[src/rtl/mux4_rr_arbiter.sv]
// Round-robin owner of the 4:1 word-mux select: grants one source for a burst of BURST_LENGTH beats, then rotates.
// Valid/Last are combinational from Request and registered state; grant is held stable under downstream backpressure.
module mux4_rr_arbiter #(
    parameter int BURST_LENGTH = 1
) (
    input  logic       clk,
    input  logic       reset,
    input  logic [3:0] Request,
    input  logic       Ready,
    output logic [1:0] Selector,
    output logic [3:0] Grant,
    output logic       Valid,
    output logic       Last
);

    localparam int COUNT_WIDTH = (BURST_LENGTH > 1) ? $clog2(BURST_LENGTH) : 1;
    localparam logic [COUNT_WIDTH-1:0] LAST_BEAT = COUNT_WIDTH'(BURST_LENGTH - 1);

    typedef enum logic {
        IDLE  = 1'b0,
        GRANT = 1'b1
    } state_t;

    state_t                 state, state_nxt;
    logic [1:0]             sel_nxt;
    logic [3:0]             grant_nxt;
    logic [1:0]             last_winner, last_winner_nxt;
    logic [COUNT_WIDTH-1:0] beat_cnt, beat_cnt_nxt;
    logic [2:0]             pick_idle, pick_rot;

    // Returns {found, index}; the loop runs lowest priority first so the nearest
    // requester after ptr overwrites the others.
    function automatic logic [2:0] rr_pick(input logic [3:0] req, input logic [1:0] ptr);
        logic [2:0] res;
        logic [1:0] idx;
        res = 3'b000;
        for (int k = 4; k >= 1; k--) begin
            idx = ptr + 2'(k);
            if (req[idx]) res = {1'b1, idx};
        end
        return res;
    endfunction

    assign pick_idle = rr_pick(Request, last_winner);
    // At the end of a burst the pointer becomes Selector, so search from it directly.
    assign pick_rot  = rr_pick(Request, Selector);

    always_comb begin
        state_nxt       = state;
        sel_nxt         = Selector;
        grant_nxt       = Grant;
        last_winner_nxt = last_winner;
        beat_cnt_nxt    = beat_cnt;
        Valid           = 1'b0;
        Last            = 1'b0;
        case (state)
            IDLE: begin
                if (pick_idle[2]) begin
                    state_nxt    = GRANT;
                    sel_nxt      = pick_idle[1:0];
                    grant_nxt    = 4'b0001 << pick_idle[1:0];
                    beat_cnt_nxt = '0;
                end
            end
            GRANT: begin
                Valid = Request[Selector];
                Last  = Valid && (beat_cnt == LAST_BEAT);
                if (!Valid) begin
                    // Abort: the source forfeits the rest of its turn.
                    last_winner_nxt = Selector;
                    state_nxt       = IDLE;
                    grant_nxt       = 4'b0000;
                    beat_cnt_nxt    = '0;
                end else if (Ready) begin
                    if (Last) begin
                        last_winner_nxt = Selector;
                        beat_cnt_nxt    = '0;
                        if (pick_rot[2]) begin
                            sel_nxt   = pick_rot[1:0];
                            grant_nxt = 4'b0001 << pick_rot[1:0];
                        end else begin
                            state_nxt = IDLE;
                            grant_nxt = 4'b0000;
                        end
                    end else begin
                        beat_cnt_nxt = beat_cnt + COUNT_WIDTH'(1);
                    end
                end
            end
            default: begin
                state_nxt = IDLE;
                grant_nxt = 4'b0000;
            end
        endcase
    end

    always_ff @(posedge clk) begin
        if (!reset) begin
            state       <= IDLE;
            Selector    <= 2'd0;
            Grant       <= 4'b0000;
            beat_cnt    <= '0;
            last_winner <= 2'd3;
        end else begin
            state       <= state_nxt;
            Selector    <= sel_nxt;
            Grant       <= grant_nxt;
            beat_cnt    <= beat_cnt_nxt;
            last_winner <= last_winner_nxt;
        end
    end

endmodule

[config.mk]
export PLATFORM = sky130hd
export DESIGN_NAME = mux4_rr_arbiter
export DESIGN_NICKNAME = d
export VERILOG_FILES = /design/src/rtl/mux4_rr_arbiter.sv
export SDC_FILE = /design/constraint.sdc
export NUM_CORES = 1
export LEC_CHECK = 0
export CORE_UTILIZATION = 28
export CTS_CLUSTER_SIZE = 16
export DETAILED_ROUTE_END_ITERATION = 8
export MAX_ROUTING_LAYER = met4
export PLACE_DENSITY_LB_ADDON = 0.12
export SETUP_SLACK_MARGIN = 0.4
export SYNTH_ARGS = -nofsm -noshare
export SYNTH_HDL_FRONTEND = slang
export SYNTH_SLANG_ARGS = --single-unit
[constraint.sdc]
create_clock -name clk -period 4.8 [get_ports clk]
set_clock_uncertainty 0.1 [all_clocks]
set_input_delay 0.48 -clock clk [delete_from_list [all_inputs] [get_ports clk]]
set_output_delay 0.48 -clock clk [all_outputs]
set_load 0.05 [all_outputs]
# Word-level counts from Yosys, hierarchy flattened
# Index checks and enable logic that the tools add are counted.
dict set report word_totals {
  register_bits 10
  out_inout_bits 8
  word_cells 90
}
dict set report classes {
  add_sub_neg 7
  magnitude_cmp 8
  eq_ne 9
  n_shift 2
  mux 52
  bitwise 2
  reduce_logical 5
}
# cell count
set ops {}
lappend ops {{$lt 2x3->1 const B} 8}
lappend ops {{$mux 3} 8}
lappend ops {{$mux 4} 5}
lappend ops {{$mux 1} 19}
lappend ops {{$bmux 1 s2} 8}
lappend ops {{$mux 2} 8}
lappend ops {{$add 2x2->2 const B} 4}
lappend ops {{$ne 2x1->1 const B} 4}
lappend ops {{$pmux 4 s2} 1}
lappend ops {{$shl 1x2->4 const A} 2}
lappend ops {{$ne 2x2->1 const B} 3}
lappend ops {{$reduce_and 3->1} 2}
lappend ops {{$reduce_and 5->1} 1}
lappend ops {{$add 2x1->2 const B} 2}
lappend ops {{$pmux 1 s2} 2}
lappend ops {{$pmux 2 s2} 1}
lappend ops {{$ne 3x2->1 const B} 1}
lappend ops {{$ne 3x3->1 const B} 1}
lappend ops {{$not 1->1} 2}
lappend ops {{$reduce_and 2->1} 1}
lappend ops {{$add 1x1->1 const B} 1}
lappend ops {{$logic_and 1x1->1} 1}

# Logic depth before layout (Yosys ltp)
# Gate-level depths: netlist of run 1.
dict set report logic_depth {
  depth_word 12
  ltp_mapped 7
  mapped_depth_nobuf 6
}

# Worst setup path after synthesis of run 1
# No wires, ideal clock.
dict set report synth_timing {
  path_type {register -> output}
  startpoint {register Selector[1]}
  endpoint {output Last}
  arrival_ns 1.841
  required_ns 4.220
  setup_slack_ns 2.379
  path_stages_with_launch 5
  path_buffers 1
  cell_sequence {dfxtp_1 > clkbuf_2 > nand2_1 > o22a_2 > nor2_1}
}
dict set report synth_via {
  elab_chain_cells 4
}
# element line
set synth_rtl {}
lappend synth_rtl {{start: declaration} 10} ;# output logic [1:0] Selector,
lappend synth_rtl {{start signal: assignment} 106} ;# Selector <= sel_nxt;
lappend synth_rtl {{$bmux 1 s2} 66} ;# Valid = Request[Selector];
lappend synth_rtl {{$mux 1 (not written as such)} 66}
lappend synth_rtl {{$logic_and 1x1->1} 67} ;# Last = Valid && (beat_cnt == LAST_BEAT);
lappend synth_rtl {{$mux 1} 56} ;# case (state)
lappend synth_rtl {{end: declaration} 13} ;# output logic Last
# Every way passes these cells. The select of a mux whose other input is x is not followed.

# Worst setup path after layout of run 1
dict set report layout_timing {
  startpoint {input Request[1]}
  endpoint {output Last}
}
dict set report layout_via {
  elab_chain_cells 4
}
# element line
set layout_rtl {}
lappend layout_rtl {{start: declaration} 8} ;# input logic [3:0] Request,
lappend layout_rtl {{$bmux 1 s2} 66}
lappend layout_rtl {{$mux 1 (not written as such)} 66}
lappend layout_rtl {{$logic_and 1x1->1} 67}
lappend layout_rtl {{$mux 1} 56}
# Every way passes these cells. The select of a mux whose other input is x is not followed.

==> flow_summary.json, run 1 <==
{
  "status": "completed",
  "ys_top_cells_by_count": "dfxtp_1 (10), nand2_1 (10), nor2_1 (8)",
  "ys_types": 36,
  "power_switching_share_pct": 38.7,
  "rr_endpoint": "Grant[0]",
  "drtAntennaViolNets": 0,
  "worstSetupPathType": "input pin to output pin",
  "drc": 0,
  "hpwl_mm": 1.18,
  "gp_congestion": 0.764,
  "first_pass_iters": 4,
  "num_io_pins": 15,
  "die-area_mm2": 0.00265,
  "min_period_ps": 2980,
  "seq_area_um2": 200,
  "multiInputGateArea_um2": 457,
  "cts.htree.levels": 1,
  "yosysWarnings": 0,
  "drt-total-wl_mm": 1.51,
  "crit_chain": "clkdlybuf4s50_1 > mux2i_1 > o22a_2 > nor2_1 > clkdlybuf4s50_1",
  "grt_usage_pct": 14.2,
  "rsz0062_at_grt": "no",
  "via_per_inst": 5.00,
  "cpMostUsedCell": "clkdlybuf4s50_1",
  "seq_area_frac_synth_pct": 29.2,
  "maxSlewHeadroom_pct": 56.2,
  "p_int_uw": 193,
  "synth_edf_count": 0,
  "startpoint": "Request[1]",
  "rrSetupSlack_ps": 2980,
  "p_sw_uw": 122,
  "synth_seq_cells": 10,
  "initialDrtViolationCount": 10,
  "max_freq_mhz": 336,
  "drv_cap": 0,
  "p_clk_share_pct": 23.6,
  "worstPathRequired_ps": 4220,
  "max_slew.worst_pin.slew_ps": 648,
  "power_leakage_uw": 0.000350,
  "final_cells": 129,
  "arrival_ps": 2400,
  "synth_ff_type": "dfxtp_1",
  "cts_made_buffers": 3,
  "top_usage_layer": "met2",
  "diodes": 0,
  "rows": 17,
  "min_path_type": "flip-flop to flip-flop",
  "grt_max_degree": 12,
  "clkLatencyLatePin_ps": 260,
  "vias": 645,
  "place_area_um2": 847,
  "r2r_start": "Selector[0]",
  "yosysTopAreaCell": "dfxtp_1",
  "grtUsageMet1_pct": 16.9,
  "finalNetCount": 109,
  "grt_use_met3_pct": 4.46,
  "grt_use_met2_pct": 23.4,
  "worstPathMaxFanout": 9,
  "syn_area_um2": 686,
  "cp_slowest_stage_delay_ps": 800,
  "slew_viol_final": 0,
  "seq_power_share_pct": 34.1,
  "end_kind": "output pin",
  "synthesis.nets": 93,
  "powerDensity_mw_per_mm2": 357,
  "grt_first_pass_wirelength_mm": 2.76,
  "post-cts-setup-buffers": 0,
  "area_growth_pct": 28.8,
  "design_area_um2": 883,
  "worst_hold_path.endpoint": "beat_cnt",
  "synthTopCellsByArea": "dfxtp_1 (29%), mux2i_1 (7.3%), nand2b_1 (6.4%)",
  "ctsResizeCount": 0,
  "clock_path_buffers": 2,
  "crit_buf_inv": 2,
  "p_total_uw": 315,
  "dieWidth_um": 51.5,
  "synth_top_area_share_pct": 29.2,
  "synth.avg_cell_area_um2": 7.97,
  "timing.final.crit_share_pct": 62.1,
  "r2r_cells": 6,
  "critPathTopFamily": "buffers and inverters",
  "combinationalPowerShare_pct": 42.2,
  "grt_pass1_vias": 646,
  "tns_ps": 0,
  "clock_sinks": 10,
  "synth-async-reset-ratio_pct": 0,
  "startpoint_type": "input pin",
  "finalHoldViolations": 0,
  "netlist_instances": 86,
  "clock_tree.root_cell": "clkbuf_4",
  "finish.utilization_pct": 39.2,
  "coreArea_mm2": 0.00225,
  "holdCritStartpoint": "beat_cnt",
  "setup_violations": 0,
  "cp_slowest_cell": "clkdlybuf4s50_1",
  "drive_gt1_share_pct": 12.9,
  "cts_hold_buffers": 0,
  "overflow": 0,
  "hold_depth": 1,
  "fillers": 260,
  "initial_core_util_pct": 30.4,
  "dp_cells": 125,
  "peakVddDrop_uv": 192,
  "antenna_found_initial": 0,
  "die_h_um": 51.5,
  "portBuffers": 14,
  "drt-wirelength-per-cell_um": 11.7,
  "cts_tree": "done",
  "clk_pin_slew_ps": 70
}
## logic make-up (layout without fill, tap and decap cells)
logic type | Yosys count | after routing | synth area share (%)
flip-flops | 10 | 10 | 29.2
multiplexers | 5 | 5 | 7.30
buffers and inverters | 7 | 22 | 4.20
AO/OA/AOI/OAI | 29 | 29 | 34.1
AND/OR/NAND/NOR | 35 | 35 | 25.2
## registers in the layout, summed over array words and instances (netlist names)
signal / flops
Grant: 4
Selector: 2
state: 1
last_winner: 2
beat_cnt: 1
## placed cells by master, fill, tap and decap left out, types with 2 or more instances in the layout
master,netlist,routed
a21o_1,2,2
a21oi_1,4,4
a31oi_1,2,2
clkbuf_4,0,3
clkdlybuf4s50_1,0,14
dfxtp_1,10,10
inv_1,3,3
mux2i_1,5,5
nand2_1,10,10
nand2b_1,7,7
nor2_1,8,8
nor2b_1,2,2
nor3_1,2,2
o21ai_0,5,5
o221a_2,2,2
## power by group through the flow
stage | registers, uW | clock network [uW] | logic, uW
4_1_cts | 108 | 78.6 | 134
5_1_grt | 110 | 83.0 | 146
6_report | 108 | 74.5 | 133
2_1_floorplan | 129 | 0 | 75.9
3_5_place_dp | 109 | 0 | 134
3_3_place_gp | 109 | 0 | 134
## worst max path at each step
stage | endpoint | slack [ps] | cells past startpoint
2_1_floorplan | Last | 2380 | 4
3_3_place_gp | Last | 1790 | 5
3_5_place_dp | Valid | 1810 | 5
4_1_cts | Valid | 1820 | 5
5_1_grt | Valid | 1710 | 5
6_report | Last | 1820 | 5
## per-layer routing
layer  wire length (um)  share of wire, %
met4                 12              0.79
met5                  0                 0
met3                 50               3.3
met1                747                49
met2                700                46
## final cells by class
class | instances | share of cell area, %
sequential | 10 | 22.7
multi-input combinational | 69 | 51.7
inverter | 4 | 1.70
timing repair buffer | 14 | 15.9
tap | 28 | 3.97
clock buffer | 4 | 4.11
## through the flow
| stage | hold slack, ps | setup slack, ps |
|---|---|---|
| after global routing | 429 | 1710 |
| after CTS | 411 | 1820 |
| after floorplan | 375 | 2380 |
| after detailed placement | 399 | 1810 |
| final | 407 | 1820 |
| after global placement | 396 | 1790 |
## worst reg2reg max path, delay by kind of cell, from the launching register on
| family | cells | cell delay, ps |
|---|---|---|
| AO/OA/AOI/OAI | 4 | 800 |
| buffers and inverters | 1 | 70 |
| flip-flops | 1 | 480 |
| multiplexers | 1 | 270 |
Power figures use the tool's default switching activity.
==> inputs of run 2 (changes only) <==
==> constraint.sdc (replaced) <==
create_clock -name clk -period 3 [get_ports clk]
set_clock_uncertainty 0.1 [all_clocks]
set_input_delay 0.3 -clock clk [delete_from_list [all_inputs] [get_ports clk]]
set_output_delay 0.3 -clock clk [all_outputs]
set_load 0.05 [all_outputs]
==> flow_summary.json, run 2 (synthesis gave the netlist of run 1 again) <==
{
  "power_leakage_uw": 0.000362,
  "die-area_mm2": 0.00265,
  "drt-wirelength-per-cell_um": 12.0,
  "cts_tree": "done",
  "holdWs_ps": 399,
  "layout_commonest_cell": "clkdlybuf4s50_1",
  "vias": 675,
  "grtUsageMet1_pct": 17.5,
  "drt-total-wl_mm": 1.57,
  "grt_first_pass_wirelength_mm": 2.75,
  "first_pass_iters": 3,
  "p_clk_share_pct": 24.0,
  "finalHoldViolations": 0,
  "slew_viol_final": 0,
  "gp_congestion": 0.773,
  "maxSlewHeadroom_pct": 56.1,
  "hold_depth": 1,
  "rsz0062_at_grt": "no",
  "power_switching_share_pct": 39.1,
  "coreArea_mm2": 0.00225,
  "p_sw_uw": 197,
  "regMostFlops": "Grant",
  "p_total_uw": 505,
  "top_usage_layer": "met2",
  "largest_register_ffs": 4,
  "drive_gt1_share_pct": 13.7,
  "grt_use_met3_pct": 5.36,
  "p_int_uw": 307,
  "rrSetupSlack_ps": 1160,
  "status": "completed",
  "final_cell_mix": "clkdlybuf4s50_1 (12), dfxtp_1 (10), nand2_1 (10)",
  "seq_power_share_pct": 34.1,
  "worstPathRequired_ps": 2600,
  "grt_usage_pct": 14.4,
  "drv_cap": 0,
  "drc": 0,
  "top_regs": "Grant: 4 flops, Selector: 2 flops, last_winner: 2 flops",
  "area_growth_pct": 29.6,
  "grt_pass1_vias": 663,
  "r2r_start": "Selector[0]",
  "peakVddDrop_uv": 289,
  "initial_core_util_pct": 30.4,
  "overflow": 0,
  "cts_made_buffers": 3,
  "hpwl_mm": 1.22,
  "grt_max_degree": 12,
  "clock_tree.root_cell": "clkbuf_4",
  "worstPathMaxFanout": 8,
  "die_h_um": 51.5,
  "end_kind": "output pin",
  "portBuffers": 14,
  "via_per_inst": 5.19,
  "finalNetCount": 110,
  "num_io_pins": 15,
  "holdCritStartpoint": "beat_cnt",
  "min_period_ps": 2350,
  "clock_path_buffers": 2,
  "clkLatencyLatePin_ps": 260,
  "drtAntennaViolNets": 0,
  "max_slew.worst_pin.slew_ps": 648,
  "fillers": 242,
  "arrival_ps": 1950,
  "worst_hold_path.endpoint": "beat_cnt",
  "startpoint_type": "input pin",
  "clk_pin_slew_ps": 70,
  "r2r_cells": 6,
  "combinationalPowerShare_pct": 41.8,
  "setup_violations": 0,
  "cts_hold_buffers": 0,
  "dieWidth_um": 51.5,
  "tns_ps": 0,
  "max_freq_mhz": 425,
  "ctsResizeCount": 2,
  "diodes": 0,
  "min_path_type": "flip-flop to flip-flop",
  "antenna_found_initial": 0,
  "post-cts-setup-buffers": 0,
  "grt_use_met2_pct": 22.7,
  "rows": 17,
  "initialDrtViolationCount": 9,
  "cts.htree.levels": 1,
  "timing.final.crit_share_pct": 78.4,
  "rr_endpoint": "Grant[0]",
  "powerDensity_mw_per_mm2": 568,
  "clock_sinks": 10,
  "worstSetupPathType": "input pin to output pin"
}
[run 2: cell count changes in the layout (fill, tap and decap cells not counted)]
| cell | before | now |
|---|---|---|
| clkdlybuf4s50_1 | 14 | 12 |
| dlygate4sd2_1 | 0 | 2 |
| buf_4 | 0 | 1 |
[run 2: how the worst max path moves through the flow]
stage          depth (start not counted)  slack, ps    to        start
5_1_grt                                5        540  Last   Request[3]
4_1_cts                                5        640  Last   Request[3]
6_report                               5        650  Last   Request[3]
3_3_place_gp                           5        380  Last   Request[3]
3_5_place_dp                           5        370  Last   Request[3]
2_1_floorplan                          4        760  Last  Selector[1]
[run 2: area by class of cell]
cell class                      count  area, um2  area share, %
Tap cell                           28       35.0           3.94
Multi-Input combinational cell     69        457           51.4
Clock buffer                        4       36.3           4.08
Inverter                            4       15.0           1.69
Sequential cell                    10        200           22.5
Timing Repair Buffer               15        145           16.3
[run 2: worst max-delay path, cell delays in order]
cell             delay, ps
clkdlybuf4s50_1        600
mux2i_1                140
o22a_2                 290
nor2_1                  90
dlygate4sd2_1          530
[run 2: power by group through the flow]
stage	clock (uW)	sequential [uW]	combinational, uW
after floorplan	0	206	121
after global placement	0	175	215
after detailed placement	0	176	215
after CTS	126	173	213
after global routing	132	176	232
final	121	172	211
[run 2: metal layers]
metal  part of all wire [%]  vias up  wire length, um
met5                      0        -                0
met4                   0.64        0               10
met1                     50      317              785
met3                    2.7        2               42
met2                     46        9              727
li1                       -      347                -
[run 2: metrics by stage]
step,instance area (um2),setup WS [ps],cells,utilization (%)
2_1_floorplan,686,759,86,-
3_3_place_gp,855,380,126,37.9
3_5_place_dp,855,366,126,37.9
4_1_cts,888,644,130,39.4
5_1_grt,888,539,130,39.4
6_report,888,648,130,39.4
